**src/rtl/lfsr_source_if.sv**
```systemverilog
// Control and observation bundle for the lfsr_source random bit generator.
interface lfsr_source_if #(
  parameter int WIDTH = 16
);
  logic             en;
  logic             seed_load;
  logic [WIDTH-1:0] seed_in;
  logic [WIDTH-1:0] lfsr_q;
  logic             lfsr;
  logic             step;
  logic             lockup;

  modport master (
    output en, seed_load, seed_in,
    input  lfsr_q, lfsr, step, lockup
  );

  modport slave (
    input  en, seed_load, seed_in,
    output lfsr_q, lfsr, step, lockup
  );
endinterface

```
**src/rtl/lfsr_source.sv**
```systemverilog
// Prescaled Galois LFSR with seed loading and zero-seed lockup protection.
// Optional LFSR_HOLD_EN: lfsr bit only follows two consecutive equal samples.
module lfsr_source #(
  parameter int                   WIDTH    = 16,
  parameter logic [WIDTH-1:0]     TAPS     = 16'hB400,
  parameter logic [WIDTH-1:0]     SEED     = 16'hACE1,
  parameter int                   PRESCALE = 1000
) (
  input  logic         clk,
  input  logic         reset,
  lfsr_source_if.slave bus
);
  localparam int              CW   = $clog2(PRESCALE);
  localparam logic [CW-1:0]   LAST = CW'(PRESCALE - 1);

  logic [CW-1:0]    count;
  logic [WIDTH-1:0] state;
  logic [WIDTH-1:0] shifted;
  logic [WIDTH-1:0] next_state;
  logic             bit_q;
  logic             step_q;
  logic             lockup_q;
`ifdef LFSR_HOLD_EN
  logic             hold_prev;
  logic             hold_armed;
`endif

  // A zero result is unreachable with a sane mask, but recover to SEED anyway.
  always_comb begin
    shifted    = state >> 1;
    next_state = state[0] ? (shifted ^ TAPS) : shifted;
    if (next_state == '0) next_state = SEED;
  end

  always_ff @(posedge clk or posedge reset) begin
    if (reset) begin
      count    <= '0;
      state    <= SEED;
      bit_q    <= SEED[0];
      step_q   <= 1'b0;
      lockup_q <= 1'b0;
`ifdef LFSR_HOLD_EN
      hold_prev  <= 1'b0;
      hold_armed <= 1'b0;
`endif
    end else begin
      step_q   <= 1'b0;
      lockup_q <= 1'b0;
      if (bus.seed_load) begin
        count <= '0;
        if (bus.seed_in == '0) begin
          state    <= SEED;
          bit_q    <= SEED[0];
          lockup_q <= 1'b1;
        end else begin
          state <= bus.seed_in;
          bit_q <= bus.seed_in[0];
        end
`ifdef LFSR_HOLD_EN
        hold_armed <= 1'b0;
`endif
      end else if (bus.en) begin
        if (count == LAST) begin
          count  <= '0;
          state  <= next_state;
          step_q <= 1'b1;
`ifdef LFSR_HOLD_EN
          if (hold_armed && (next_state[0] == hold_prev)) bit_q <= next_state[0];
          hold_prev  <= next_state[0];
          hold_armed <= 1'b1;
`else
          bit_q <= next_state[0];
`endif
        end else begin
          count <= count + 1'b1;
        end
      end
    end
  end

  assign bus.lfsr_q = state;
  assign bus.lfsr   = bit_q;
  assign bus.step   = step_q;
  assign bus.lockup = lockup_q;
endmodule

```
**src/flat_wrapper.sv**
```systemverilog
// flat-port wrapper written by rule: the top's interface ports become plain ports
module lfsr_source_flat 
#(
  parameter int                   WIDTH    = 16,
  parameter logic [WIDTH-1:0]     TAPS     = 16'hB400,
  parameter logic [WIDTH-1:0]     SEED     = 16'hACE1,
  parameter int                   PRESCALE = 1000
)
  (clk, reset, bus_en, bus_seed_load, bus_seed_in, bus_lfsr_q, bus_lfsr, bus_step, bus_lockup);
  lfsr_source_if #(.WIDTH(WIDTH)) bus_i ();
  input  logic clk;
  input  logic reset;
  input wire logic [$bits(bus_i.en)-1:0] bus_en;
  input wire logic [$bits(bus_i.seed_load)-1:0] bus_seed_load;
  input wire logic [$bits(bus_i.seed_in)-1:0] bus_seed_in;
  output wire logic [$bits(bus_i.lfsr_q)-1:0] bus_lfsr_q;
  output wire logic [$bits(bus_i.lfsr)-1:0] bus_lfsr;
  output wire logic [$bits(bus_i.step)-1:0] bus_step;
  output wire logic [$bits(bus_i.lockup)-1:0] bus_lockup;
  assign bus_i.en = bus_en;
  assign bus_i.seed_load = bus_seed_load;
  assign bus_i.seed_in = bus_seed_in;
  assign bus_lfsr_q = bus_i.lfsr_q;
  assign bus_lfsr = bus_i.lfsr;
  assign bus_step = bus_i.step;
  assign bus_lockup = bus_i.lockup;
  lfsr_source #(.WIDTH(WIDTH), .TAPS(TAPS), .SEED(SEED), .PRESCALE(PRESCALE)) u_core (.clk(clk), .reset(reset), .bus(bus_i));
endmodule
```
**config.mk**
```make
export PLATFORM = sky130hd
export DESIGN_NAME = lfsr_source_flat
export DESIGN_NICKNAME = d
export VERILOG_FILES = /design/src/rtl/lfsr_source_if.sv /design/src/rtl/lfsr_source.sv /design/src/flat_wrapper.sv
export SDC_FILE = /design/constraint.sdc
export NUM_CORES = 1
export LEC_CHECK = 0
export ABC_AREA = 1
export CAP_MARGIN = 20
export CORE_MARGIN = 4
export CORE_UTILIZATION = 48
export DETAILED_ROUTE_END_ITERATION = 7
export GPL_ROUTABILITY_DRIVEN = 0
export PLACE_DENSITY = 0.78
export SLEW_MARGIN = 20
export SYNTH_ARGS = -nofsm -noshare
export SYNTH_HDL_FRONTEND = slang
export SYNTH_SLANG_ARGS = --single-unit
```
**constraint.sdc**
```tcl
create_clock -name clk -period 1.6 [get_ports clk]
set_input_delay 0.32 -clock clk [delete_from_list [all_inputs] [get_ports clk]]
set_output_delay 0.32 -clock clk [all_outputs]
set_load 0.01 [all_outputs]
```
==> impl_results.rst, run 1 <==
.. list-table::
   :header-rows: 1

   * - Metric
     - Value
   * - Initial Utilization
     - 52.0%
   * - Count of buffers inserted at the top-level ports
     - 38
   * - Commonest register cell after synthesis
     - dfrtp_1
   * - H-tree levels
     - 1
   * - Drc violations
     - 0
   * - FP Rows
     - 20
   * - ANT nets after route
     - 0
   * - Reg-to-Reg Start
     - u_core.count[0]
   * - Global-route wire length before repair
     - 6.51 mm
   * - Via total after detailed routing
     - 1629
   * - Result of the run
     - finished, final reports clean
   * - Pleak
     - 1.23 nW
   * - Synth top area share
     - 30.5%
   * - Mapped Nets
     - 253
   * - Post-Place Setup Slack
     - -56.5 ps
   * - Cell class contributing the biggest share of worst-path delay
     - flip-flops
   * - Mean instance size in the synthesized netlist
     - 7.06 um^2
   * - Global router's overall resource usage
     - 19.0%
   * - Setup crit end kind
     - output port
   * - Die Width
     - 66.4 um
   * - Detailed-route wire length
     - 4.07 mm
   * - Clock latency of the later-clocked register in the worst-skew pair
     - 330 ps
   * - Cell with the most instances after synthesis
     - nand2_1
   * - Async set-or-reset flop fraction in the synthesized netlist
     - 100%
   * - Count of cell types in the netlist
     - 22
   * - Sequential fraction of the synthesis area
     - 43.4%
   * - Delay of the slowest cell on the worst path
     - 600 ps
   * - Cell Chain, Critical Path
     - dlygate4sd2_1
   * - Antenna violations before repair
     - 0
   * - Area inside the core boundary
     - 3150 um^2
   * - Full die area
     - 4410 um^2
   * - Worst-path maximum fanout
     - 4
   * - Instance count on the critical path
     - 1
   * - Pin count of the biggest net entering global routing
     - 29
   * - Worst rel slew slack
     - 76.3%
   * - Timing-limited maximum frequency
     - 650 MHz
   * - Initial drt markers
     - 113
   * - Final worst setup slack
     - 60.6 ps
   * - Post-CTS Hold Fix Bufs
     - 0
   * - # nets final
     - 310
   * - Cell at the slowest stage of the critical path
     - dfstp_2
   * - GR Overflow Total
     - 0
   * - WL per Instance
     - 12.3 um
   * - Number of enable flip-flop cells after synthesis
     - 0
   * - Part of the cycle the worst path needs
     - 96.2%
   * - Final hold violation count
     - 0
   * - Clock buffers created by TritonCTS
     - 3
   * - Depth of the most critical reg-to-reg path
     - 9
   * - Number of global-route vias before repair
     - 1492
   * - Share of final-layout standard cells stronger than drive strength 1
     - 14.2%
   * - Clock tree from TritonCTS
     - done
   * - Placed wire-length estimate after detailed placement
     - 2.94 mm
   * - Clock tree root buffer cell
     - clkbuf_4
   * - Max IR drop VDD
     - 0.377 mV
   * - # IOs
     - 39
   * - Worst Setup Path Type
     - register to output port
   * - Buffers from clock root to sink, at most
     - 2
   * - Crit path launch type
     - register
   * - Via density per instance
     - 4.91
   * - Count of state elements after synthesis
     - 28
   * - Die extent in y
     - 66.4 um
   * - First-pass detailed-route iteration total
     - 4
   * - Time the final worst path needs with I/O delays and setup
     - 1540 ps
   * - Slew at the pin closest to its max-slew limit
     - 354 ps
   * - Clock transition time at the flip-flop clock pins of the worst setup and hold paths
     - 160 ps
   * - Synth area leader
     - dfrtp_1
   * - Clock Skew
     - 5.49 ps
   * - Worst EP arrival
     - 1220 ps
   * - Slew Limit Fails
     - 0
   * - Top area cells in the synthesized netlist
     - dfrtp_1, nand2_1, dfstp_2
   * - Tightest Hold Check Type
     - primary input to async pin
   * - Cell area after technology mapping
     - 1640 um^2
   * - Synthesized instance count
     - 232
   * - Req. time, crit path
     - 1280 ps
   * - Launch point of the critical path
     - u_core.bus.lfsr_q[5]
   * - Final setup violation count
     - 0
   * - Leading cell types by count after synthesis
     - nand2_1, nor2_1, inv_1, nand3_1, dfrtp_1
   * - Power Total
     - 1.84 mW
   * - Combined buffer and inverter count along the critical path
     - 1
   * - Max-Cap Viols
     - 0
   * - Antenna diodes
     - 0
   * - Area Overhead vs Synth
     - 38.5%
   * - Number of sinks on the clock net
     - 28
   * - Number of synthesis warnings
     - 0
   * - Total power per unit cell area
     - 811 nW/um^2
## timing repair
item / 4_1_cts / 5_1_grt
buffers inserted: 8 / 3
resized for setup: 12 / 8
setup endpoints to repair: 17 / 13
## logic make-up (layout without fill, tap and decap cells)
group,count (synthesis),count (layout),synth area share [%]
buffers and inverters,31,87,8.70
adder cells (fa/ha/maj),1,1,0.763
flip-flops,28,28,43.4
AND/OR/NAND/NOR,146,146,36.5
XOR/XNOR,7,7,3.74
multiplexers,1,1,0.611
AO/OA/AOI/OAI,18,18,6.34
## per-layer routing
metal	global-route usage (%)	wire length (um)
met1	26.0	1840
met2	31.0	1960
met3	2.55	217
met4	6.09	51
met5	0	0
## cell type report
type | instances | area [um^2]
inverter | 22 | 82.6
fill | 270 | 883
multi-input combinational | 173 | 788
timing repair buffer | 61 | 581
clock buffer | 3 | 22.5
clock inverter | 1 | 30.0
tap | 44 | 55.1
sequential | 28 | 711
## final timing paths
path	to	slack, ps
max in group asynchronous	u_core.bus.lfsr_q[5]	970
min in group clk	u_core.bus.lfsr_q[10]	500
min	u_core.bus.lfsr_q[14]	320
min reg2reg	u_core.bus.lfsr_q[10]	500
max reg2reg	u_core.bus.lfsr_q[4]	130
max	bus_lfsr_q[5]	60
## flip-flops by register name (all words and copies together), names as in the netlist
name / count
u_core.bus.step: 1
u_core.bus.lockup: 1
u_core.bus.lfsr_q: 16
u_core.count: 10
## metrics by stage
step / cell area [um^2] / setup TNS, ps / util [%] / hold WS [ps] / std cells
global placement: 2130 / -140 / 67.5 / 474 / 317
floorplan: 1640 / 0 / - / 379 / 232
finish: 2270 / 0 / 72.0 / 324 / 332
global route: 2270 / -51.7 / 72.0 / 327 / 332
CTS: 2230 / 0 / 70.6 / 330 / 329
detailed placement: 2130 / -274 / 67.5 / 477 / 317
## layout by cell type (no fill, tap or decap)
| cell | n |
|---|---|
| nand2_1 | 79 |
| nor2_1 | 38 |
| inv_1 | 22 |
| nand3_1 | 22 |
| buf_4 | 21 |
| dfrtp_1 | 20 |
| clkdlybuf4s50_1 | 19 |
| o21ai_0 | 16 |
| dlygate4sd2_1 | 12 |
| dfstp_2 | 8 |
| dlymetal6s2s_1 | 7 |
| xnor2_1 | 4 |
| xor2_1 | 3 |
| clkbuf_4 | 3 |
| nor2_2 | 2 |
| nor3_1 | 2 |
| buf_12 | 2 |
| nand2_2 | 1 |
| nor2_4 | 1 |
| o21bai_4 | 1 |
| mux2i_1 | 1 |
| a21oi_1 | 1 |
| and3b_1 | 1 |
| ha_2 | 1 |
| bufinv_16 | 1 |
## report_power, final
part           total [mW]  leakage (nW)  switching (mW)  internal [mW]
Clock               0.474        0.0279           0.220          0.254
Combinational       0.525         0.853           0.253          0.272
Sequential          0.843         0.349          0.0482          0.795
Power figures use the tool's default switching activity.
==> run 2: changes to the inputs <==
--- a/config.mk
+++ b/config.mk
@@ -8,10 +8,10 @@
 export ABC_AREA = 1
 export CAP_MARGIN = 20
 export CORE_MARGIN = 4
-export CORE_UTILIZATION = 48
+export CORE_UTILIZATION = 49
 export DETAILED_ROUTE_END_ITERATION = 7
 export GPL_ROUTABILITY_DRIVEN = 0
-export PLACE_DENSITY = 0.78
+export PLACE_DENSITY = 0.79
 export SLEW_MARGIN = 20
 export SYNTH_ARGS = -nofsm -noshare
 export SYNTH_HDL_FRONTEND = slang
==> run 2 against run 1 <==
First-iteration DRC count rose by 2.7%. Clock-buffer cell count grew 1. Design area up 2.3%. Sequential share of layout area down 0.69 points. Critical path type is now register to register.
==> impl_results.rst, run 2 (same netlist as run 1, synthesis figures left out) <==
.. list-table::
   :header-rows: 1

   * - Metric
     - Value
   * - Global router's overall resource usage
     - 20.4% (+1.4 points)
   * - Worst EP arrival
     - 1820 ps (+600 ps)
   * - Share of final-layout standard cells stronger than drive strength 1
     - 15.8% (+1.6 points)
   * - Crit path launch type
     - register
   * - Crit path capture
     - u_core.bus.lfsr_q[6]
   * - Reg-to-Reg Start
     - u_core.count[1]
   * - Psw
     - 0.526 mW (+0.93%)
   * - Max-Cap Viols
     - 0 (unchanged)
   * - Met3 track demand over resource
     - 4.25% (+1.7 points)
   * - Initial drt markers
     - 116 (+2.7%)
   * - Instance count on the critical path
     - 7 (+6)
   * - Final hold violation count
     - 0 (unchanged)
   * - Die extent in y
     - 65.8 um (-0.90%)
   * - Slew at the pin closest to its max-slew limit
     - 369 ps (+15.2 ps)
   * - Depth of the most critical reg-to-reg path
     - 7 (-2)
   * - Slew Limit Fails
     - 0 (unchanged)
   * - Clock Skew
     - 5.39 ps (-0.105 ps)
   * - Cell class contributing the biggest share of worst-path delay
     - simple AND/OR/NAND/NOR gates
   * - Detailed-route wire length
     - 4.38 mm (+7.5%)
   * - Clock transition time at the flip-flop clock pins of the worst setup and hold paths
     - 150 ps (about the same)
   * - # nets final
     - 313 (+0.97%)
   * - Number of global-route vias before repair
     - 1567 (+5.0%)
   * - Part of the power in registers
     - 48.7% (+2.9 points)
   * - Cell Chain, Critical Path
     - ha_4 -> nand2_4 -> nor2_4 -> nand2_4 -> o21bai_4 -> nand3_1 -> nand2_1
   * - Most common cell after layout, fill and taps aside
     - nand2_1
   * - Part of the cycle the worst path needs
     - 96.2% (about the same)
   * - Comb pwr share
     - 31.2% (+2.7 points)
   * - Part of the total power dissipated in the clock network
     - 20.1% (-5.6 points)
   * - Delay of the slowest cell on the worst path
     - 430 ps (-170 ps)
   * - Layer with the highest usage after global routing
     - met2
   * - Setup crit end kind
     - register
   * - Drc violations
     - 0 (unchanged)
   * - First-pass detailed-route iteration total
     - 4 (unchanged)
   * - Total power per unit cell area
     - 751 nW/um^2 (-7.5%)
   * - Via total after detailed routing
     - 1704 (+4.6%)
   * - Clock buffers created by TritonCTS
     - 3 (unchanged)
   * - Highest-count cells in the layout ignoring fill and taps
     - nand2_1, nor2_1, inv_1, nand3_1, buf_4
   * - Net Sw Frac
     - 30.2% (+1.9 points)
   * - Placed Instance Area
     - 2120 um^2 (-0.23%)
   * - # IOs
     - 39 (unchanged)
   * - GR Overflow Total
     - 0 (unchanged)
   * - Area inside the core boundary
     - 3130 um^2 (-0.79%)
   * - WL per Instance
     - 13.1 um (+6.6%)
   * - Met1 track demand over resource in global routing
     - 26.6% (+0.67 points)
   * - Result of the run
     - finished, final reports clean
   * - Timing-limited maximum frequency
     - 650 MHz (about the same)
   * - ANT nets after route
     - 0 (unchanged)
   * - Area Overhead vs Synth
     - 41.6%
   * - Count of fill cells added during filler insertion
     - 235 (-13%)
   * - Initial Utilization
     - 52.4% (+0.42 points)
   * - Pleak
     - 1.27 nW (+3.4%)
   * - Antenna diodes
     - 0 (unchanged)
   * - Power Total
     - 1.74 mW (-5.4%)
   * - Via density per instance
     - 5.09 (+3.7%)
   * - Time the final worst path needs with I/O delays and setup
     - 1540 ps (+0.257 ps)
   * - Clock tree root buffer cell
     - clkbuf_4
   * - Placed wire-length estimate after detailed placement
     - 2.87 mm (-2.4%)
   * - Die Width
     - 65.8 um (-0.90%)
   * - Clock tree from TritonCTS
     - done
   * - FP Rows
     - 20 (unchanged)
   * - Cell type with the highest occurrence count on the critical path
     - nand2_4
   * - Final setup violation count
     - 0 (unchanged)
   * - Final worst setup slack
     - 60.4 ps (-0.257 ps)
   * - Clock latency of the later-clocked register in the worst-skew pair
     - 330 ps (about the same)
   * - Tightest Hold Check Type
     - primary input to async pin
   * - Worst rel slew slack
     - 75.3% (-1.0 points)
   * - Launch point of the critical path
     - u_core.count[1]
   * - Global-route wire length before repair
     - 6.78 mm (+4.2%)
   * - Number of sinks on the clock net
     - 28 (unchanged)
   * - Design area
     - 2320 um^2 (+2.3%)
   * - Reg2reg setup slack
     - 60 ps (-70 ps)
   * - Req. time, crit path
     - 1890 ps (+610 ps)
   * - Largest register FFs
     - 16 (unchanged)
   * - Max IR drop VDD
     - 0.615 mV (+63%)
   * - Worst-path maximum fanout
     - 13 (+9)
   * - Full die area
     - 4330 um^2 (-1.8%)
   * - H-tree levels
     - 1 (unchanged)
   * - Worst flop-to-flop path endpoint
     - u_core.bus.lfsr_q[6]
   * - Pin count of the biggest net entering global routing
     - 29 (unchanged)
   * - Met2 Usage GRT
     - 33.4% (+2.4 points)
   * - Post-route setup TNS
     - 0 ps (unchanged)
   * - Post-Place Setup Slack
     - -101 ps (-44.8 ps)
   * - Count of buffers inserted at the top-level ports
     - 38 (unchanged)
   * - Combined buffer and inverter count along the critical path
     - 0 (-1)
   * - Internal Pwr Total
     - 1.22 mW (-7.9%)
   * - Buffers from clock root to sink, at most
     - 2 (unchanged)
   * - Cell at the slowest stage of the critical path
     - dfrtp_1
   * - Antenna violations before repair
     - 0 (unchanged)
   * - Worst Setup Path Type
     - register to register
-- run 2: cell types whose count changed in the layout (fill, tap and decap cells not counted), moves of 2 or more --
cell           change
buf_6              +3
nand2_1            -2
nand2_4            +2
dlygate4sd2_1      -2
-- run 2: cell type report --
| cell class | instances | area [um^2] | area share, % |
|---|---|---|---|
| Tap cell | 44 | 55.1 | 2.37 |
| Multi-Input combinational cell | 174 | 837 | 36.1 |
| Sequential cell | 28 | 711 | 30.6 |
| Timing Repair Buffer | 63 | 599 | 25.8 |
| Clock buffer | 4 | 36.3 | 1.56 |
| Inverter | 22 | 82.6 | 3.56 |
-- run 2: tightest hold or removal path, delay by kind of cell --
kind | cells | cell delay (ps)
buffers and inverters | 3 | 780
-- run 2: what timing repair did --
item / CTS / global route
setup buffers: 8 / 4
setup endpoints to repair: 30 / 26
hold buffers: 0 / 0
pin swaps: 2 / 3
cloned: 1 / 0
resized for setup: 12 / 18
-- run 2: worst min path at each step --
stage | start | to | slack (ps) | cells after the start
6_report | reset | u_core.count[6] | 340 | 3
5_1_grt | reset | u_core.count[9] | 340 | 3
4_1_cts | reset | u_core.count[1] | 340 | 3
3_5_place_dp | u_core.bus.lfsr_q[10] | u_core.bus.lfsr_q[10] | 480 | 2
3_3_place_gp | u_core.bus.lfsr_q[15] | u_core.bus.lfsr_q[15] | 470 | 2
2_1_floorplan | reset | u_core.bus.lfsr_q[12] | 380 | 1
-- run 2: per-layer routing --
layer | wire length [um] | part of all wire (%) | vias to the layer above
met5 | 0 | 0 | -
met4 | 65 | 1.5 | 0
met3 | 335 | 7.7 | 6
met2 | 2140 | 49 | 67
met1 | 1840 | 42 | 791
li1 | - | - | 840
-- run 2: metrics by stage --
step	instances	hold slack, ps	util (%)
after global routing	335	339	74.2
final	335	339	74.2
after floorplan	232	379	-
after global placement	318	471	67.9
after detailed placement	318	479	67.9
after CTS	331	336	71.3
-- run 2: power by group through the flow --
stage               combinational [mW]  clock (mW)  sequential (mW)
finish                           0.545       0.350            0.848
floorplan                        0.215           0            0.890
detailed placement               0.482           0            0.874
global route                     0.595       0.392            0.860
global placement                 0.475           0            0.872
CTS                              0.525       0.359            0.843
